## config.mk

```make
export PLATFORM = sky130hd
export DESIGN_NAME = i2c_reg_seq_flat
export DESIGN_NICKNAME = d
export VERILOG_FILES = /design/src/rtl/i2c_pkg.sv /design/src/rtl/i2c_reg_seq_if.sv /design/src/rtl/i2c_seq_rom.sv /design/src/rtl/i2c_reg_seq.sv /design/src/flat_wrapper.sv
export SDC_FILE = /design/constraint.sdc
export NUM_CORES = 1
export LEC_CHECK = 0
export CAP_MARGIN = 20
export CORE_MARGIN = 2
export CORE_UTILIZATION = 48
export DETAILED_ROUTE_END_ITERATION = 6
export PLACE_DENSITY = 0.91
export SLEW_MARGIN = 20
export SYNTH_ARGS = -nofsm -noshare
export SYNTH_HDL_FRONTEND = slang
export SYNTH_HIERARCHICAL = 1
export SYNTH_SLANG_ARGS = --single-unit
export TNS_END_PERCENT = 20
```

## constraint.sdc

```tcl
create_clock -name clk -period 2.87 [get_ports clk]
set_input_delay 0.861 -clock clk [delete_from_list [all_inputs] [get_ports clk]]
set_output_delay 0.861 -clock clk [all_outputs]
set_load 0.05 [all_outputs]
```

## src/rtl/i2c_pkg.sv

```systemverilog
// i2c_pkg: shared state/opcode types and sequence lengths for the I2C register sequencer
package i2c_pkg;
    typedef enum logic [2:0] {
        S_IDLE, S_ISSUE, S_WAIT_ACK, S_RELEASE, S_NEXT, S_DONE, S_ABORT
    } state_e;
    typedef enum logic [1:0] {OP_START, OP_WR, OP_RD, OP_STOP} op_e;
    typedef enum logic [2:0] {SEL_NONE, SEL_DEVW, SEL_DEVR, SEL_REG, SEL_DATA} sel_e;
    localparam int unsigned WR_LEN = 5;
    localparam int unsigned RD_LEN = 8;
endpackage

```

## src/rtl/i2c_reg_seq_if.sv

```systemverilog
// i2c_reg_seq_if: register request/response bus and byte-master command lines
interface i2c_reg_seq_if;
    logic       req_valid, req_ready, req_rw;
    logic [6:0] req_dev;
    logic [7:0] req_reg, req_wdata;
    logic       rsp_valid, rsp_err;
    logic [7:0] rsp_rdata;
    logic       m_tr_en, m_start_gen, m_stop_gen, m_tr_gen, m_rec_gen;
    logic [7:0] m_tx_data;
    logic [9:0] m_comp;
    logic       m_tx_rx_req, m_tx_rx_req_ack;
    logic [7:0] m_rx_data;
    modport slave (
        input  req_valid, req_rw, req_dev, req_reg, req_wdata, m_tx_rx_req_ack, m_rx_data,
        output req_ready, rsp_valid, rsp_err, rsp_rdata, m_tr_en, m_start_gen, m_stop_gen,
               m_tr_gen, m_rec_gen, m_tx_data, m_comp, m_tx_rx_req
    );
    modport master (
        output req_valid, req_rw, req_dev, req_reg, req_wdata, m_tx_rx_req_ack, m_rx_data,
        input  req_ready, rsp_valid, rsp_err, rsp_rdata, m_tr_en, m_start_gen, m_stop_gen,
               m_tr_gen, m_rec_gen, m_tx_data, m_comp, m_tx_rx_req
    );
endinterface

```

## src/rtl/i2c_seq_rom.sv

```systemverilog
// i2c_seq_rom: maps step index and direction to the step opcode and the byte to send
module i2c_seq_rom import i2c_pkg::*; (
    input  logic [2:0] step,
    input  logic       rw,
    output op_e        op,
    output sel_e       sel
);
    always_comb begin
        op  = OP_STOP;
        sel = SEL_NONE;
        case ({rw, step})
            4'b0_000, 4'b1_000, 4'b1_100: op = OP_START;
            4'b0_001, 4'b1_001: begin op = OP_WR; sel = SEL_DEVW; end
            4'b0_010, 4'b1_010: begin op = OP_WR; sel = SEL_REG;  end
            4'b0_011:           begin op = OP_WR; sel = SEL_DATA; end
            4'b1_101:           begin op = OP_WR; sel = SEL_DEVR; end
            4'b1_110:           op = OP_RD;
            default:            op = OP_STOP;
        endcase
    end
endmodule

```

## src/rtl/i2c_reg_seq.sv

```systemverilog
// i2c_reg_seq: sequences one I2C register write or read as byte-level master commands
module i2c_reg_seq import i2c_pkg::*; #(
    parameter int unsigned TIMEOUT = 4096,
    parameter int unsigned COMP    = 100
) (
    input logic          clk,
    input logic          resetn,
    i2c_reg_seq_if.slave bus
);
    localparam int unsigned CW = (TIMEOUT > 2) ? $clog2(TIMEOUT) : 1;
    state_e        state, state_nx;
    logic [2:0]    step;
    logic [CW-1:0] cnt;
    logic          rw_q;
    logic [6:0]    dev_q;
    logic [7:0]    reg_q, wdata_q, rdata_q, tx_byte;
    op_e           op;
    sel_e          sel;
    logic          accept, active, ack, tc, last;

    i2c_seq_rom u_rom (.step(step), .rw(rw_q), .op(op), .sel(sel));

    assign ack    = bus.m_tx_rx_req_ack;
    assign accept = bus.req_valid && bus.req_ready;
    assign active = state inside {S_ISSUE, S_WAIT_ACK, S_RELEASE};
    assign tc     = cnt == CW'(TIMEOUT - 1);
    assign last   = step == (rw_q ? 3'(RD_LEN - 1) : 3'(WR_LEN - 1));

    always_ff @(posedge clk or negedge resetn)
        if (!resetn) state <= S_IDLE;
        else state <= state_nx;

    always_comb begin
        state_nx = state;
        case (state)
            S_IDLE:     state_nx = bus.req_valid ? S_ISSUE : S_IDLE;
            S_ISSUE:    state_nx = S_WAIT_ACK;
            S_WAIT_ACK: state_nx = ack ? S_RELEASE : tc ? S_ABORT : S_WAIT_ACK;
            S_RELEASE:  state_nx = !ack ? S_NEXT : tc ? S_ABORT : S_RELEASE;
            S_NEXT:     state_nx = last ? S_DONE : S_ISSUE;
            default:    state_nx = S_IDLE;
        endcase
    end

    // The wait counter wraps at TIMEOUT so a release phase that follows an ack on
    // the terminal cycle gets its own full window instead of aborting at once.
    always_ff @(posedge clk or negedge resetn)
        if (!resetn) begin
            step    <= '0;
            cnt     <= '0;
            rw_q    <= 1'b0;
            dev_q   <= '0;
            reg_q   <= '0;
            wdata_q <= '0;
            rdata_q <= '0;
        end else begin
            if (accept) begin
                rw_q    <= bus.req_rw;
                dev_q   <= bus.req_dev;
                reg_q   <= bus.req_reg;
                wdata_q <= bus.req_wdata;
                step    <= '0;
            end else if (state == S_ABORT) step <= '0;
            else if (state == S_NEXT && !last) step <= step + 3'd1;
            if (state_nx == S_ISSUE) cnt <= '0;
            else if (state inside {S_WAIT_ACK, S_RELEASE}) cnt <= tc ? '0 : cnt + 1'b1;
            if (state == S_WAIT_ACK && ack && op == OP_RD) rdata_q <= bus.m_rx_data;
        end

    assign tx_byte = sel == SEL_DEVW ? {dev_q, 1'b0} :
                     sel == SEL_DEVR ? {dev_q, 1'b1} :
                     sel == SEL_REG  ? reg_q :
                     sel == SEL_DATA ? wdata_q : 8'h00;

    assign bus.req_ready   = state == S_IDLE;
    assign bus.rsp_valid   = state inside {S_DONE, S_ABORT};
    assign bus.rsp_err     = state == S_ABORT;
    assign bus.rsp_rdata   = rdata_q;
    assign bus.m_tr_en     = state != S_ABORT;
    assign bus.m_tx_rx_req = state inside {S_ISSUE, S_WAIT_ACK};
    assign bus.m_start_gen = active && op == OP_START;
    assign bus.m_tr_gen    = active && op == OP_WR;
    assign bus.m_rec_gen   = active && op == OP_RD;
    assign bus.m_stop_gen  = active && op == OP_STOP;
    assign bus.m_tx_data   = active ? tx_byte : 8'h00;
    assign bus.m_comp      = 10'(COMP);
endmodule

```

## src/flat_wrapper.sv

```systemverilog
// flat-port wrapper written by rule: the top's interface ports become plain ports
module i2c_reg_seq_flat import i2c_pkg::*;
#(
    parameter int unsigned TIMEOUT = 4096,
    parameter int unsigned COMP    = 100
)
  (clk, resetn, bus_req_valid, bus_req_rw, bus_req_dev, bus_req_reg, bus_req_wdata, bus_m_tx_rx_req_ack, bus_m_rx_data, bus_req_ready, bus_rsp_valid, bus_rsp_err, bus_rsp_rdata, bus_m_tr_en, bus_m_start_gen, bus_m_stop_gen, bus_m_tr_gen, bus_m_rec_gen, bus_m_tx_data, bus_m_comp, bus_m_tx_rx_req);
  i2c_reg_seq_if bus_i ();
  input logic clk;
  input logic resetn;
  input wire logic [$bits(bus_i.req_valid)-1:0] bus_req_valid;
  input wire logic [$bits(bus_i.req_rw)-1:0] bus_req_rw;
  input wire logic [$bits(bus_i.req_dev)-1:0] bus_req_dev;
  input wire logic [$bits(bus_i.req_reg)-1:0] bus_req_reg;
  input wire logic [$bits(bus_i.req_wdata)-1:0] bus_req_wdata;
  input wire logic [$bits(bus_i.m_tx_rx_req_ack)-1:0] bus_m_tx_rx_req_ack;
  input wire logic [$bits(bus_i.m_rx_data)-1:0] bus_m_rx_data;
  output wire logic [$bits(bus_i.req_ready)-1:0] bus_req_ready;
  output wire logic [$bits(bus_i.rsp_valid)-1:0] bus_rsp_valid;
  output wire logic [$bits(bus_i.rsp_err)-1:0] bus_rsp_err;
  output wire logic [$bits(bus_i.rsp_rdata)-1:0] bus_rsp_rdata;
  output wire logic [$bits(bus_i.m_tr_en)-1:0] bus_m_tr_en;
  output wire logic [$bits(bus_i.m_start_gen)-1:0] bus_m_start_gen;
  output wire logic [$bits(bus_i.m_stop_gen)-1:0] bus_m_stop_gen;
  output wire logic [$bits(bus_i.m_tr_gen)-1:0] bus_m_tr_gen;
  output wire logic [$bits(bus_i.m_rec_gen)-1:0] bus_m_rec_gen;
  output wire logic [$bits(bus_i.m_tx_data)-1:0] bus_m_tx_data;
  output wire logic [$bits(bus_i.m_comp)-1:0] bus_m_comp;
  output wire logic [$bits(bus_i.m_tx_rx_req)-1:0] bus_m_tx_rx_req;
  assign bus_i.req_valid = bus_req_valid;
  assign bus_i.req_rw = bus_req_rw;
  assign bus_i.req_dev = bus_req_dev;
  assign bus_i.req_reg = bus_req_reg;
  assign bus_i.req_wdata = bus_req_wdata;
  assign bus_i.m_tx_rx_req_ack = bus_m_tx_rx_req_ack;
  assign bus_i.m_rx_data = bus_m_rx_data;
  assign bus_req_ready = bus_i.req_ready;
  assign bus_rsp_valid = bus_i.rsp_valid;
  assign bus_rsp_err = bus_i.rsp_err;
  assign bus_rsp_rdata = bus_i.rsp_rdata;
  assign bus_m_tr_en = bus_i.m_tr_en;
  assign bus_m_start_gen = bus_i.m_start_gen;
  assign bus_m_stop_gen = bus_i.m_stop_gen;
  assign bus_m_tr_gen = bus_i.m_tr_gen;
  assign bus_m_rec_gen = bus_i.m_rec_gen;
  assign bus_m_tx_data = bus_i.m_tx_data;
  assign bus_m_comp = bus_i.m_comp;
  assign bus_m_tx_rx_req = bus_i.m_tx_rx_req;
  i2c_reg_seq #(.TIMEOUT(TIMEOUT), .COMP(COMP)) u_core (.clk(clk), .resetn(resetn), .bus(bus_i));
endmodule
```

## After elaboration in Yosys (flattened, before gate mapping)

Index checks and enable logic that the tools add are counted.
W data, S select, Z words.

- Output and inout port bits: 35
- Memory bits (writable): 0
- Memories kept: 0
- Register bits: 50
- Word-level logic and storage cells: 79
- Memory bits (read-only): 0
- Latch bits: 0

- Reductions and logical operators: 22
- Muxes and demuxes: 21
- Equality and inequality tests: 26
- Order comparisons: 0
- $add $sub $neg: 2
- Shifts and indexed selects: 0
- $mul: 0
- Bitwise logic cells: 0
- Divide/modulo/power cells: 0

Operator list:

| kind | number |
|---|---|
| $mux W8 | 5 |
| $mux W12 | 3 |
| $eq A4 B4 Y1 const B | 6 |
| $mux W3 | 8 |
| $pmux W3 S5 | 1 |
| $add A12 B1 Y12 const B | 1 |
| $eq A12 B12 Y1 const B | 1 |
| $eq A3 B2 Y1 const B | 4 |
| $eq A3 B3 Y1 const B | 4 |
| $pmux W3 S4 | 1 |
| $eq A3 B1 Y1 const B | 3 |
| $eq A4 B2 Y1 const B | 2 |
| $logic_and A1 B1 Y1 | 8 |
| $reduce_bool A2 Y1 | 4 |
| $pmux W2 S3 | 1 |
| $reduce_bool A3 Y1 | 2 |
| $reduce_or A6 Y1 | 1 |
| $eq A2 B2 Y1 const B | 2 |
| $eq A4 B1 Y1 const B | 1 |
| $logic_not A4 Y1 | 1 |
| $reduce_or A2 Y1 | 2 |
| $add A3 B1 Y3 const B | 1 |
| $eq A3 B3 Y1 | 1 |
| $logic_not A3 Y1 | 1 |
| 7 further kinds | 7 |

## Logic depth before layout (Yosys ltp)

Gate-level depths: netlist of run 1.

- Depth after elaboration: 9
- Gate-level depth with buffers: 7
- Gate-level depth less buffers: 6

## Cells and area by module

Netlist of run 1, hierarchy kept.

Modules (own cells, without submodules):

| module | instances | area each (µm²) | cells each | sequential area each (µm²) |
|---|---|---|---|---|
| i2c_reg_seq | 1 | 2549.9 | 246 | 1251.2 |
| i2c_seq_rom | 1 | 75.1 | 11 | 0.0 |

## Worst setup path after synthesis of run 1

Ideal clock, no wire load.

- Kind: flip-flop to output port
- From: register u_core.step[2]
- To: output bus_m_tx_data[1]
- Arrival time: 2.502 ns
- Required time: 2.009 ns
- Cell stages (with the launch flop): 8
- Slack: -0.493 ns
- Cells stage by stage: dfrtp_1 > nand2b_4 > nor3b_1 > clkbuf_1 > inv_1 > nor3_1 > nand2_1 > a21oi_1

- Word-level cells in the longest chain between the ends: 9
- Elaborated cells on any way between the ends: 18
- Classes of those cells: 10 x eq/ne; 6 x mux; 2 x reduce/logical

RTL lines:

| element | line | RTL |
|---|---|---|
| start, declared | i2c_reg_seq.sv:12 | `logic [2:0] step;` |
| start signal, assigned | i2c_reg_seq.sv:64 | `else if (state == S_NEXT && !last) step <= step + 3'd1;` |
| $eq A4 B2 Y1 (tied with other cells) | i2c_seq_rom.sv:11 | `case ({rw, step})` |
| $reduce_or A2 Y1 | i2c_seq_rom.sv:11 |  |
| $pmux W3 S4 * | i2c_seq_rom.sv:11 |  |
| net u_core.sel[2] | i2c_reg_seq.sv:18 | `sel_e sel;` |
| $eq A3 B3 Y1 | i2c_reg_seq.sv:73 | `sel == SEL_DATA ? wdata_q : 8'h00;` |
| $mux W8 | i2c_reg_seq.sv:73 |  |
| $mux W8 | i2c_reg_seq.sv:72 | `sel == SEL_REG ? reg_q :` |
| $mux W8 | i2c_reg_seq.sv:71 | `sel == SEL_DEVR ? {dev_q, 1'b1} :` |
| $mux W8 * | i2c_reg_seq.sv:70 | `assign tx_byte = sel == SEL_DEVW ? {dev_q, 1'b0} :` |
| $mux W8 * | i2c_reg_seq.sv:85 | `assign bus.m_tx_data = active ? tx_byte : 8'h00;` |
| end, declared | flat_wrapper.sv:27 | `output wire logic [$bits(bus_i.m_tx_data)-1:0] bus_m_tx_data;` |

Mark *: on every way through the listed nets, which the timed path passes. The rest lies on a longest branch.

## Final worst setup path of run 1

- From: register u_core.step[1]
- To: output bus_m_tx_data[3]

Same word-level chain as after synthesis.

==> results of run 1 <==
==> repair_timing <==
item	in CTS	in global routing
resized for setup	24	9
hold buffers	0	0
hold endpoints to repair	0	0
setup endpoints to repair	8	9
pin swaps	3	3
setup buffers	3	1
==> power by group <==
| group | total, W | internal (W) | switching, W |
|---|---|---|---|
| combinational | 0.00233 | 0.000992 | 0.00134 |
| clock | 0.000438 | 0.000199 | 0.000239 |
| sequential | 0.00118 | 0.000957 | 0.000227 |
==> routing by layer <==
| metal | part of all wire [%] | vias up |
|---|---|---|
| met5 | 0 | - |
| met3 | 4.6 | 13 |
| met4 | 2.2 | 0 |
| met1 | 39 | 1066 |
| met2 | 54 | 67 |
| li1 | - | 1024 |
==> cells in the final DEF (no fill, tap or decap), types with 7 or more instances in the layout <==
master / count
dfrtp_1: 47
clkdlybuf4s50_1: 46
mux2_2: 32
nand2_1: 20
nor2_1: 14
o21ai_0: 13
buf_4: 12
buf_12: 11
a21oi_1: 11
conb_1: 10
o21ai_2: 8
a21o_1: 7
a21oi_4: 7
==> metrics by stage <==
stage / setup TNS, ns / total power, W / instance area [um^2] / util, %
2_1_floorplan: 0 / 0.002564 / 2746 / -
3_3_place_gp: 0 / 0.003243 / 3472 / 66.71
3_5_place_dp: 0 / 0.003317 / 3472 / 66.71
4_1_cts: 0 / 0.003868 / 3642 / 69.98
5_1_grt: -0.9054 / 0.004154 / 3695 / 70.99
6_report: -0.5298 / 0.003953 / 3695 / 70.99
==> area by class of cell <==
cell class / instances / area, um^2 / share of cell area (%)
repair buffers: 72 / 799.5 / 21.64
inverters: 7 / 26.28 / 0.7111
well taps: 70 / 87.58 / 2.370
clock buffers: 6 / 82.58 / 2.235
multi-input cells: 188 / 1426 / 38.60
flip-flops and latches: 50 / 1255 / 33.97
clock inverters: 2 / 17.52 / 0.4741
==> Yosys cell counts, drive strengths merged, types with 3 or more instances <==
master	n
nand2	21
a311oi	4
inv	7
nand4	6
clkbuf	5
nand3	7
a21oi	18
a21o	7
buf	15
or3	3
nor2b	3
mux2	32
o21ai	22
nor2	17
nor3	5
nand2b	5
dfrtp	50
xor2	5
==> cell families (layout without fill, tap and decap cells) <==
group | after synthesis | after routing | synth area share (%)
other | 2 | 10 | 0.2861
xor gates and xnor gates | 7 | 7 | 2.336
adders and majority gates | 3 | 3 | 1.382
muxes | 34 | 34 | 14.49
AOI/OAI and AO/OA | 56 | 56 | 12.49
DFF | 50 | 50 | 47.66
buffers and inverters | 27 | 87 | 5.768
and+or+nand+nor | 78 | 78 | 15.59
==> registers in the layout, summed over array words and instances (netlist names) <==
name and cells:
u_core/wdata_q 8, u_core/rw_q 1, u_core/step 3, u_core/bus.rsp_rdata 8, u_core/state 3, u_core/dev_q 7
u_core/reg_q 8, u_core/cnt 12
==> worst max path at each step <==
stage                         from  slack (ns)  cells past startpoint               end
global route        u_core/step[1]       -0.15                      7  bus_m_tx_data[2]
global placement    u_core/step[2]        0.16                      8  bus_m_tx_data[6]
floorplan           u_core/step[2]        0.05                      7  bus_m_tx_data[1]
CTS                 u_core/step[2]       0.001                      8  bus_m_tx_data[2]
finish              u_core/step[1]       -0.09                      7  bus_m_tx_data[3]
detailed placement  u_core/step[1]        0.11                      7  bus_m_tx_data[6]
==> worst register-to-register path: cells and delay by family, from the launching register on <==
family,cells,cell delay [ns]
AO/OA/AOI/OAI,2,0.32
flip-flops,1,0.46
AND/OR/NAND/NOR,2,0.70
multiplexers,1,0.43
buffers and inverters,1,0.18
==> metrics.md, run 1 <==
| Metric | Value |
|---|---|
| Via density | `between 5 and 6` |
| Layout Nets | `362` |
| Clock Tree Root | `clkbuf_8` |
| Critical path capture point type | `output port` |
| Routed via count | `~2.2k` |
| Place WS | `0.1105 ns` |
| Mapped cell area | `2625 um^2` |
| Largest net degree at the start of global routing | `51` |
| FF-to-FF setup slack | `0.66 ns` |
| Routed Antenna Nets | `0` |
| Synth cell types | `42` |
| Share of cells above drive strength 1 | `31.38%` |
| CP top delay family | `XOR/XNOR gates` |
| Hold depth | `1` |
| Core area | `5205 um^2` |
| Drt pass-1 iters | `4` |
| RePlAce Congestion | `0.8262` |
| DRC violations left | `0` |
| Fin crit period | `2.963 ns` |
| Outcome | `finished with violations` |
| Cells after synthesis | `roughly 260` |
| Top-area cell type share of the netlist area | `47.66%` |
| CP Launch Type | `flip-flop` |
| CTS buffer count | `5` |
| Layout Cells excl Fill | `395` |
| Worst Path Max Fanout | `8` |
| Filler Cells Inserted | `between 300 and 400` |
| Avg WL per Cell | `~17 um` |
| Clock Pin Slew Worst Setup and Hold Paths | `approximately 0.09 ns` |
| First-pass GRT wire length | `10.74 mm` |
| GRT overflow | `0` |
| Starting density of the core | `50.43%` |
| Area Growth Syn to Fin | `40.75%` |
| R2r worst-path depth | `6` |
| Crit path setup slack, layout | `-0.09297 ns` |
| Crit path DAT | `about 2.1 ns` |
| GRT Total Usage | `22.76%` |
| Leak | `1.556 nW` |
| Crit path buffers/inverters | `1` |
| Data required, critical path | `2.01 ns` |
| # H-tree levels | `2` |
| Hold_sp | `u_core/reg_q[6]` |
| Hold EP | `u_core/reg_q[6]` |
| WHS | `0.5156 ns` |
| Max cap viols | `0` |
| Synth warn | `6` |
| GR Util met3 | `under 10%` |
| Vias in the first global route | `approximately 2.3k` |
| CP Class | `reg -> out` |
| Top Ports | `71` |
| RR Endpoint | `u_core/bus.rsp_rdata[3]` |
| Worst skew pair latency | `just over 0.3 ns` |
| # rows | `26` |
| Post-synth ARST share | `100.0%` |
| CTS sink count | `50` |
| Worst stage delay on the critical path | `0.48 ns` |
| Dpl hpwl | `4.541 mm` |
| Max rail drop VDD | `0.4690 mV` |
| Die width | `slightly below 80 um` |
| Grt met2 use | `42.07%` |
| Slew Limit Fails | `0` |
| Most used DFF post-synth | `dfrtp_1` |
| CP Cell Sequence | `xnor2_1 -> nor2_2 -> xor2_1 -> nand2_4 -> o21ai_2 -> a21oi_4 -> buf_12` |
| Wirelength, routed | `6.611 mm` |
| Worst min path class | `reg -> reg` |
| Busiest grt layer | `met2` |
| Initial antenna violation count | `0` |
| Ant diodes | `0` |
| Pwr dens | `around 1100 nW/um^2` |
| Failing checks | `setup timing` |
| CTS tree | `built` |
| Die Y | `77.95 um` |
| Largest area contributor in the netlist | `dfrtp_1` |
| Fmax | `337.5 MHz` |
| Die area | `6076 um^2` |
| Final setup violating endpoints | `7` |
| Tightest Pin Transition | `~0.62 ns` |
| Unrepaired setup endpoints after global routing | `yes` |
| Post-synth EDFFs | `0` |
| Final Hold Fails | `0` |
| GR Layer Usage met1 | `25.38%` |
| Fin crit share | `103.2%` |
| Number of synthesized register bits | `50` |
| Worst clock skew | `0.01205 ns` |
| Iter 0 DRT Violations | `130` |
| CP max stage cell | `dfrtp_2` |
| Max-slew headroom | `just under 60%` |
| Bufs on Longest Clock Path | `2` |
| Worst r2r src | `u_core/step[0]` |
| Mean Syn Cell Area | `between 10 and 15 um^2` |
| I/O Buffers | `60` |
| Placed insts | `between 300 and 400` |
| Post-synthesis sequential area ratio | `approximately 48%` |
| Top cells by area, synth | `dfrtp_1 (48%), mux2_2 (14%), o21ai_0 (4.0%)` |
No activity file was read; power rests on OpenSTA's default activity.
==> run 2, diff against run 1 <==
--- a/config.mk
+++ b/config.mk
@@ -9,6 +9,7 @@
 export CORE_MARGIN = 2
 export CORE_UTILIZATION = 48
 export DETAILED_ROUTE_END_ITERATION = 6
+export GPL_TIMING_DRIVEN = 0
 export PLACE_DENSITY = 0.91
 export SLEW_MARGIN = 20
 export SYNTH_ARGS = -nofsm -noshare
==> metrics.md, run 2 (synthesis results as in run 1) <==
| Metric | Value |
|---|---|
| Outcome | `finished with violations` |
| CTS tree | `built` |
| Initial antenna violation count | `0 (unchanged)` |
| Layout Cells excl Fill | `412 (+4.3%)` |
| Avg WL per Cell | `16.07 um (-4.0%)` |
| Fin crit period | `2.950 ns (-0.01298 ns)` |
| Die width | `77.95 um (unchanged)` |
| GRT Total Usage | `21.63% (-1.1 points)` |
| Die Y | `77.95 um (unchanged)` |
| GRT overflow | `0 (unchanged)` |
| Iter 0 DRT Violations | `106 (-18%)` |
| Drt pass-1 iters | `4 (unchanged)` |
| Clock Pin Slew Worst Setup and Hold Paths | `0.08 ns (about the same)` |
| Final core utilization | `72.55% (+1.6 points)` |
| # rows | `26 (unchanged)` |
| CTS sink count | `50 (unchanged)` |
| Unrepaired setup endpoints after global routing | `yes` |
| DRC violations left | `0 (unchanged)` |
| Busiest grt layer | `met2` |
| Layout Nets | `380 (+5.0%)` |
| Starting density of the core | `50.43% (unchanged)` |
| Via density | `5.376 (-2.1%)` |
| Fmax | `339.0 MHz (+0.44%)` |
| Ant diodes | `0 (unchanged)` |
| Leak | `1.611 nW (+3.5%)` |
| Dpl hpwl | `4.449 mm (-2.0%)` |
| Max reg flops | `12 (unchanged)` |
| Largest net degree at the start of global routing | `28 (-45%)` |
| Wirelength, routed | `6.622 mm (+0.17%)` |
| RePlAce Congestion | `0.8092 (-2.1%)` |
| Slew Limit Fails | `0 (unchanged)` |
| Max rail drop VDD | `0.4698 mV (+0.18%)` |
| Share of cells above drive strength 1 | `35.09% (+3.7 points)` |
| Bufs on Longest Clock Path | `2 (unchanged)` |
| Commonest non-fill, non-tap cell in the layout | `dfrtp_1` |
| Fin crit share | `102.8% (-0.45 points)` |
| Vias in the first global route | `2,205 (-2.9%)` |
| Clock Tree Root | `clkbuf_8` |
| GR Util met3 | `3.140% (-1.9 points)` |
| Worst min path class | `reg -> reg` |
| Power Internal | `0.002090 W (-2.7%)` |
| Crit path DAT | `2.09 ns (about the same)` |
| Sum of negative setup slack | `-0.4667 ns (+0.06308 ns)` |
| Max-slew headroom | `63.01% (+4.3 points)` |
| Failing checks | `setup timing` |
| Grt met2 use | `39.31% (-2.8 points)` |
| Die area | `6076 um^2 (unchanged)` |
| Routed via count | `2,215 (+2.1%)` |
| Core area | `5205 um^2 (unchanged)` |
| Final Hold Fails | `0 (unchanged)` |
| # H-tree levels | `2 (unchanged)` |
| Worst skew pair latency | `0.31 ns (about the same)` |
| Share of power burned in registers | `30.5% (+0.6 points)` |
| Place WS | `-0.9112 ns (-1.022 ns)` |
| CP Launch Type | `flip-flop` |
| Routed Antenna Nets | `0 (unchanged)` |
| Top Ports | `71 (unchanged)` |
| Data required, critical path | `2.01 ns (about the same)` |
| R2r worst-path depth | `5 (-1)` |
| Crit path setup slack, layout | `-0.07999 ns (+0.01298 ns)` |
| Clock share of power | `12.5% (+1.4 points)` |
| First-pass GRT wire length | `10.41 mm (-3.1%)` |
| Most frequent cells in the layout | `dfrtp_1 (47), clkdlybuf4s50_1 (44), mux2_2 (32)` |
| Tightest Pin Transition | `0.5549 ns (-0.06512 ns)` |
| CP Class | `reg -> out` |
| Placed insts | `396 (+3.4%)` |
| Max cap viols | `0 (unchanged)` |
| Total power | `0.003890 W (-1.6%)` |
| Logic pwr share | `57.0% (-2.0 points)` |
| Hold depth | `1 (unchanged)` |
| CTS buffer count | `5 (unchanged)` |
| GR Layer Usage met1 | `26.93% (+1.6 points)` |
| Pwr dens | `1030 nW/um^2 (-3.7%)` |
| Net Sw Frac | `46.27% (+0.60 points)` |
| Worst clock skew | `0.01167 ns (-0.0003819 ns)` |
| Worst Path Max Fanout | `7 (-1)` |
| I/O Buffers | `60 (unchanged)` |
| Critical path capture point type | `output port` |
| Final setup violating endpoints | `9 (+2)` |
| Area Growth Syn to Fin | `43.85%` |
| Biggest register | `u_core/cnt` |
| Net switching power | `0.001800 W (-0.31%)` |
-- run 2: changes by cell type in the layout (fill, tap and decap cells not counted), moves of 3 or more --
cell,before,now
clkbuf_1,0,3
nand2_1,20,16
nand2_2,0,4
buf_12,11,1
buf_2,1,6
buf_6,1,8
dlygate4sd2_1,0,3
buf_4,12,20
-- run 2: worst max-delay path, cell delays in order (launching register included) --
cell and delay [ns]:
dfrtp_2 0.44, nand2b_4 0.16, nor3b_2 0.19, buf_4 0.15, clkinvlp_4 0.11, buf_4 0.17, nand2_8 0.12, o21ai_2 0.09
a21oi_4 0.14, buf_4 0.21
-- run 2: cell type report --
type | instances | area [um^2]
Multi-Input combinational cell | 188 | 1475
Fill cell | 371 | 1429
Sequential cell | 50 | 1255
Timing Repair Buffer | 70 | 680.7
Buffer | 20 | 140.1
Tap cell | 70 | 87.58
Clock buffer | 5 | 68.82
Clock inverter | 2 | 38.79
Inverter | 7 | 30.03
-- run 2: per-stage QoR --
step	cell area [um^2]	hold WS, ns
after global routing	3776	0.5416
final	3776	0.5125
after detailed placement	3450	0.4907
after CTS	3631	0.5113
after global placement	3435	0.4858
after floorplan	2746	0.4603
-- run 2: power by group through the flow --
stage / clock, W / combinational [W] / sequential [W]
after floorplan: 0 / 0.00137 / 0.00119
after global placement: 0 / 0.00191 / 0.00114
after detailed placement: 0 / 0.00196 / 0.00115
after CTS: 0.000493 / 0.00203 / 0.00116
after global routing: 0.000530 / 0.00234 / 0.00123
final: 0.000485 / 0.00222 / 0.00119
-- run 2: layer usage --
metal  vias up  share of wire [%]  wire (um)
li1       1054                  -          -
met1      1087                 40       2636
met2        67                 54       3599
met3         7                4.8        318
met4         0                1.0         67
met5         -                  0          0
-- run 2: final timing paths --
check	start	endpoint	slack, ns
max	u_core/step[2]	bus_m_tx_data[3]	-0.08
min	u_core/cnt[11]	u_core/cnt[11]	0.51
max reg2reg	u_core/rw_q	u_core/bus.rsp_rdata[3]	0.78
min reg2reg	u_core/cnt[11]	u_core/cnt[11]	0.51
max in group asynchronous	resetn	u_core/step[2]	1.79
min in group asynchronous	resetn	u_core/wdata_q[4]	0.54
-- run 2: repair_timing --
action	in CTS	in global routing
pin swaps	1	3
hold buffers	0	0
setup endpoints to repair	13	13
gates resized for setup	91	30
buffers inserted	2	7
endpoints found under the hold margin	0	0
==> run 3, diff against run 2 <==
--- a/config.mk
+++ b/config.mk
@@ -16,4 +16,3 @@
 export SYNTH_HDL_FRONTEND = slang
 export SYNTH_HIERARCHICAL = 1
 export SYNTH_SLANG_ARGS = --single-unit
-export TNS_END_PERCENT = 20
==> metrics.md, run 3 (synthesis results as in run 1) <==
| Metric | Value |
|---|---|
| Bufs on Longest Clock Path | `2 (unchanged)` |
| # H-tree levels | `2 (unchanged)` |
| Layout Cell Area excl Fill | `3785 um^2 (+0.23%)` |
| First-pass GRT wire length | `10.65 mm (+2.3%)` |
| Routed Antenna Nets | `0 (unchanged)` |
| Clock Pin Slew Worst Setup and Hold Paths | `0.08 ns (about the same)` |
| Fin crit share | `100.9% (-1.9 points)` |
| Max-slew headroom | `62.70% (-0.31 points)` |
| Worst clock skew | `0.01133 ns (-0.0003387 ns)` |
| I/O Buffers | `60 (unchanged)` |
| Busiest grt layer | `met2` |
| CP Cell Sequence | `nand4b_1 -> o21ai_4 -> buf_8 -> xor2_4 -> nand2_4 -> o21ai_2 -> a21oi_4 -> buf_6` |
| Drt pass-1 iters | `4 (unchanged)` |
| Crit path buffers/inverters | `2 (-2)` |
| CTS buffer count | `5 (unchanged)` |
| Largest net degree at the start of global routing | `28 (unchanged)` |
| Worst min path class | `reg -> reg` |
| Die Y | `77.95 um (unchanged)` |
| Worst r2r src | `u_core/step[1]` |
| CTS sink count | `50 (unchanged)` |
| CP max stage cell | `dfrtp_2` |
| CTS tree | `built` |
| Starting density of the core | `50.43% (unchanged)` |
| Critical Path Source | `u_core/step[1]` |
| Avg WL per Cell | `15.65 um (-2.6%)` |
| Data required, critical path | `2.01 ns (about the same)` |
| # rows | `26 (unchanged)` |
| Leak | `1.623 nW (+0.73%)` |
| Filler Cells Inserted | `368 (-0.81%)` |
| Biggest register | `u_core/cnt` |
| Wirelength, routed | `6.494 mm (-1.9%)` |
| Share of cells above drive strength 1 | `34.78% (-0.31 points)` |
| Post-DP Area | `3450 um^2 (unchanged)` |
| Hold_sp | `u_core/cnt[11]` |
| Iter 0 DRT Violations | `92 (-13%)` |
| GRT overflow | `0 (unchanged)` |
| Worst stage delay on the critical path | `0.46 ns (+0.02 ns)` |
| Die width | `77.95 um (unchanged)` |
| Max reg flops | `12 (unchanged)` |
| Critical path capture point type | `output port` |
| Crit path setup slack, layout | `-0.02629 ns (+0.05370 ns)` |
| Outcome | `finished with violations` |
| CP Launch Type | `flip-flop` |
| RePlAce Congestion | `0.8092 (unchanged)` |
| Final Hold Fails | `0 (unchanged)` |
| Worst Path Max Fanout | `10 (+3)` |
| Tightest Pin Transition | `0.5595 ns (+0.004670 ns)` |
| Pwr dens | `1034 nW/um^2 (+0.39%)` |
| Fmax | `345.3 MHz (+1.9%)` |
| Failing checks | `setup timing` |
| Most frequent cells in the layout | `dfrtp_1 (46), clkdlybuf4s50_1 (44), mux2_2 (32)` |
| Clock Tree Root | `clkbuf_8` |
| WHS | `0.5162 ns (+0.003706 ns)` |
| Final setup violating endpoints | `3 (-6)` |
| Placed insts | `396 (unchanged)` |
| Ant diodes | `0 (unchanged)` |
| Layout Nets | `383 (+0.79%)` |
| Slew Limit Fails | `0 (unchanged)` |
| Fin crit period | `2.896 ns (-0.05370 ns)` |
| Initial antenna violation count | `0 (unchanged)` |
| CP top delay family | `flip-flops` |
| Worst skew pair latency | `0.30 ns (about the same)` |
| GRT Total Usage | `22.22% (+0.59 points)` |
| Commonest non-fill, non-tap cell in the layout | `dfrtp_1` |
| Vias in the first global route | `2,267 (+2.8%)` |
| Grt met2 use | `40.95% (+1.6 points)` |
| Place WS | `-0.9112 ns (unchanged)` |
| DRC violations left | `0 (unchanged)` |
| Dpl hpwl | `4.449 mm (unchanged)` |
| FF-to-FF setup slack | `0.72 ns (-0.06 ns)` |
| Core area | `5205 um^2 (unchanged)` |
| GR Layer Usage met1 | `26.76% (-0.17 points)` |
| Crit path DAT | `2.04 ns (-0.05 ns)` |
| Area Growth Syn to Fin | `44.18%` |
| Die area | `6076 um^2 (unchanged)` |
| Max rail drop VDD | `0.4655 mV (-0.91%)` |
| Unrepaired setup endpoints after global routing | `yes` |
| Layout Cells excl Fill | `415 (+0.73%)` |
| CP Class | `reg -> out` |
| Max cap viols | `0 (unchanged)` |
| GR Util met3 | `3.256% (+0.12 points)` |
| Via density | `5.345 (-0.59%)` |
| Routed via count | `2,218 (+0.14%)` |
| Top Ports | `71 (unchanged)` |
run 3: what timing repair did:
| item | 4_1_cts | 5_1_grt |
|---|---|---|
| gates resized for setup | 99 | 20 |
| hold buffers | 0 | 0 |
| setup buffers | 8 | 4 |
| pin swaps | 1 | 3 |
| setup endpoints to repair | 13 | 13 |
run 3: per-stage QoR:
stage / setup TNS (ns) / util (%) / total power [W]
floorplan: 0 / - / 0.002564
global placement: -29.50 / 65.99 / 0.003051
detailed placement: -7.232 / 66.27 / 0.003114
CTS: -0.3286 / 71.13 / 0.003763
global route: -0.5839 / 72.72 / 0.004120
finish: -0.03730 / 72.72 / 0.003914
run 3: area by class of cell:
class                   instances  area [um^2]  area share, %
clock buffers                   5        68.82          1.818
well taps                      70        87.58          2.314
inverters                       7        26.28         0.6942
repair buffers                 73        703.2          18.58
flip-flops and latches         50         1256          33.19
clock inverters                 2        38.79          1.025
multi-input cells             188         1464          38.68
plain buffers                  20        140.1          3.702
run 3: worst reg2reg max path, delay by kind of cell (launching register included):
kind | cells | cell delay, ns
flip-flops | 1 | 0.44
AND/OR/NAND/NOR | 2 | 0.69
AO/OA/AOI/OAI | 1 | 0.26
buffers and inverters | 2 | 0.20
multiplexers | 1 | 0.45
run 3: worst paths after layout:
check,end,cells past startpoint
min in group asynchronous,u_core/reg_q[7],1
max,bus_m_tx_data[7],8
min reg2reg,u_core/cnt[11],1
min,u_core/cnt[11],1
max reg2reg,u_core/bus.rsp_rdata[3],6
max in group asynchronous,u_core/step[0],2
run 3: power by group:
group / leakage, nW / switching, W / internal (W)
Combinational: 0.939 / 0.00135 / 0.000908
Sequential: 0.629 / 0.000218 / 0.000959
Clock: 0.0542 / 0.000228 / 0.000256
Total: 1.62 / 0.00179 / 0.00212
run 3: routing by layer:
| metal | part of all wire (%) | vias up |
|---|---|---|
| met5 | 0 | - |
| met1 | 40 | 1071 |
| met2 | 53 | 78 |
| li1 | - | 1056 |
| met3 | 5.0 | 13 |
| met4 | 1.6 | 0 |
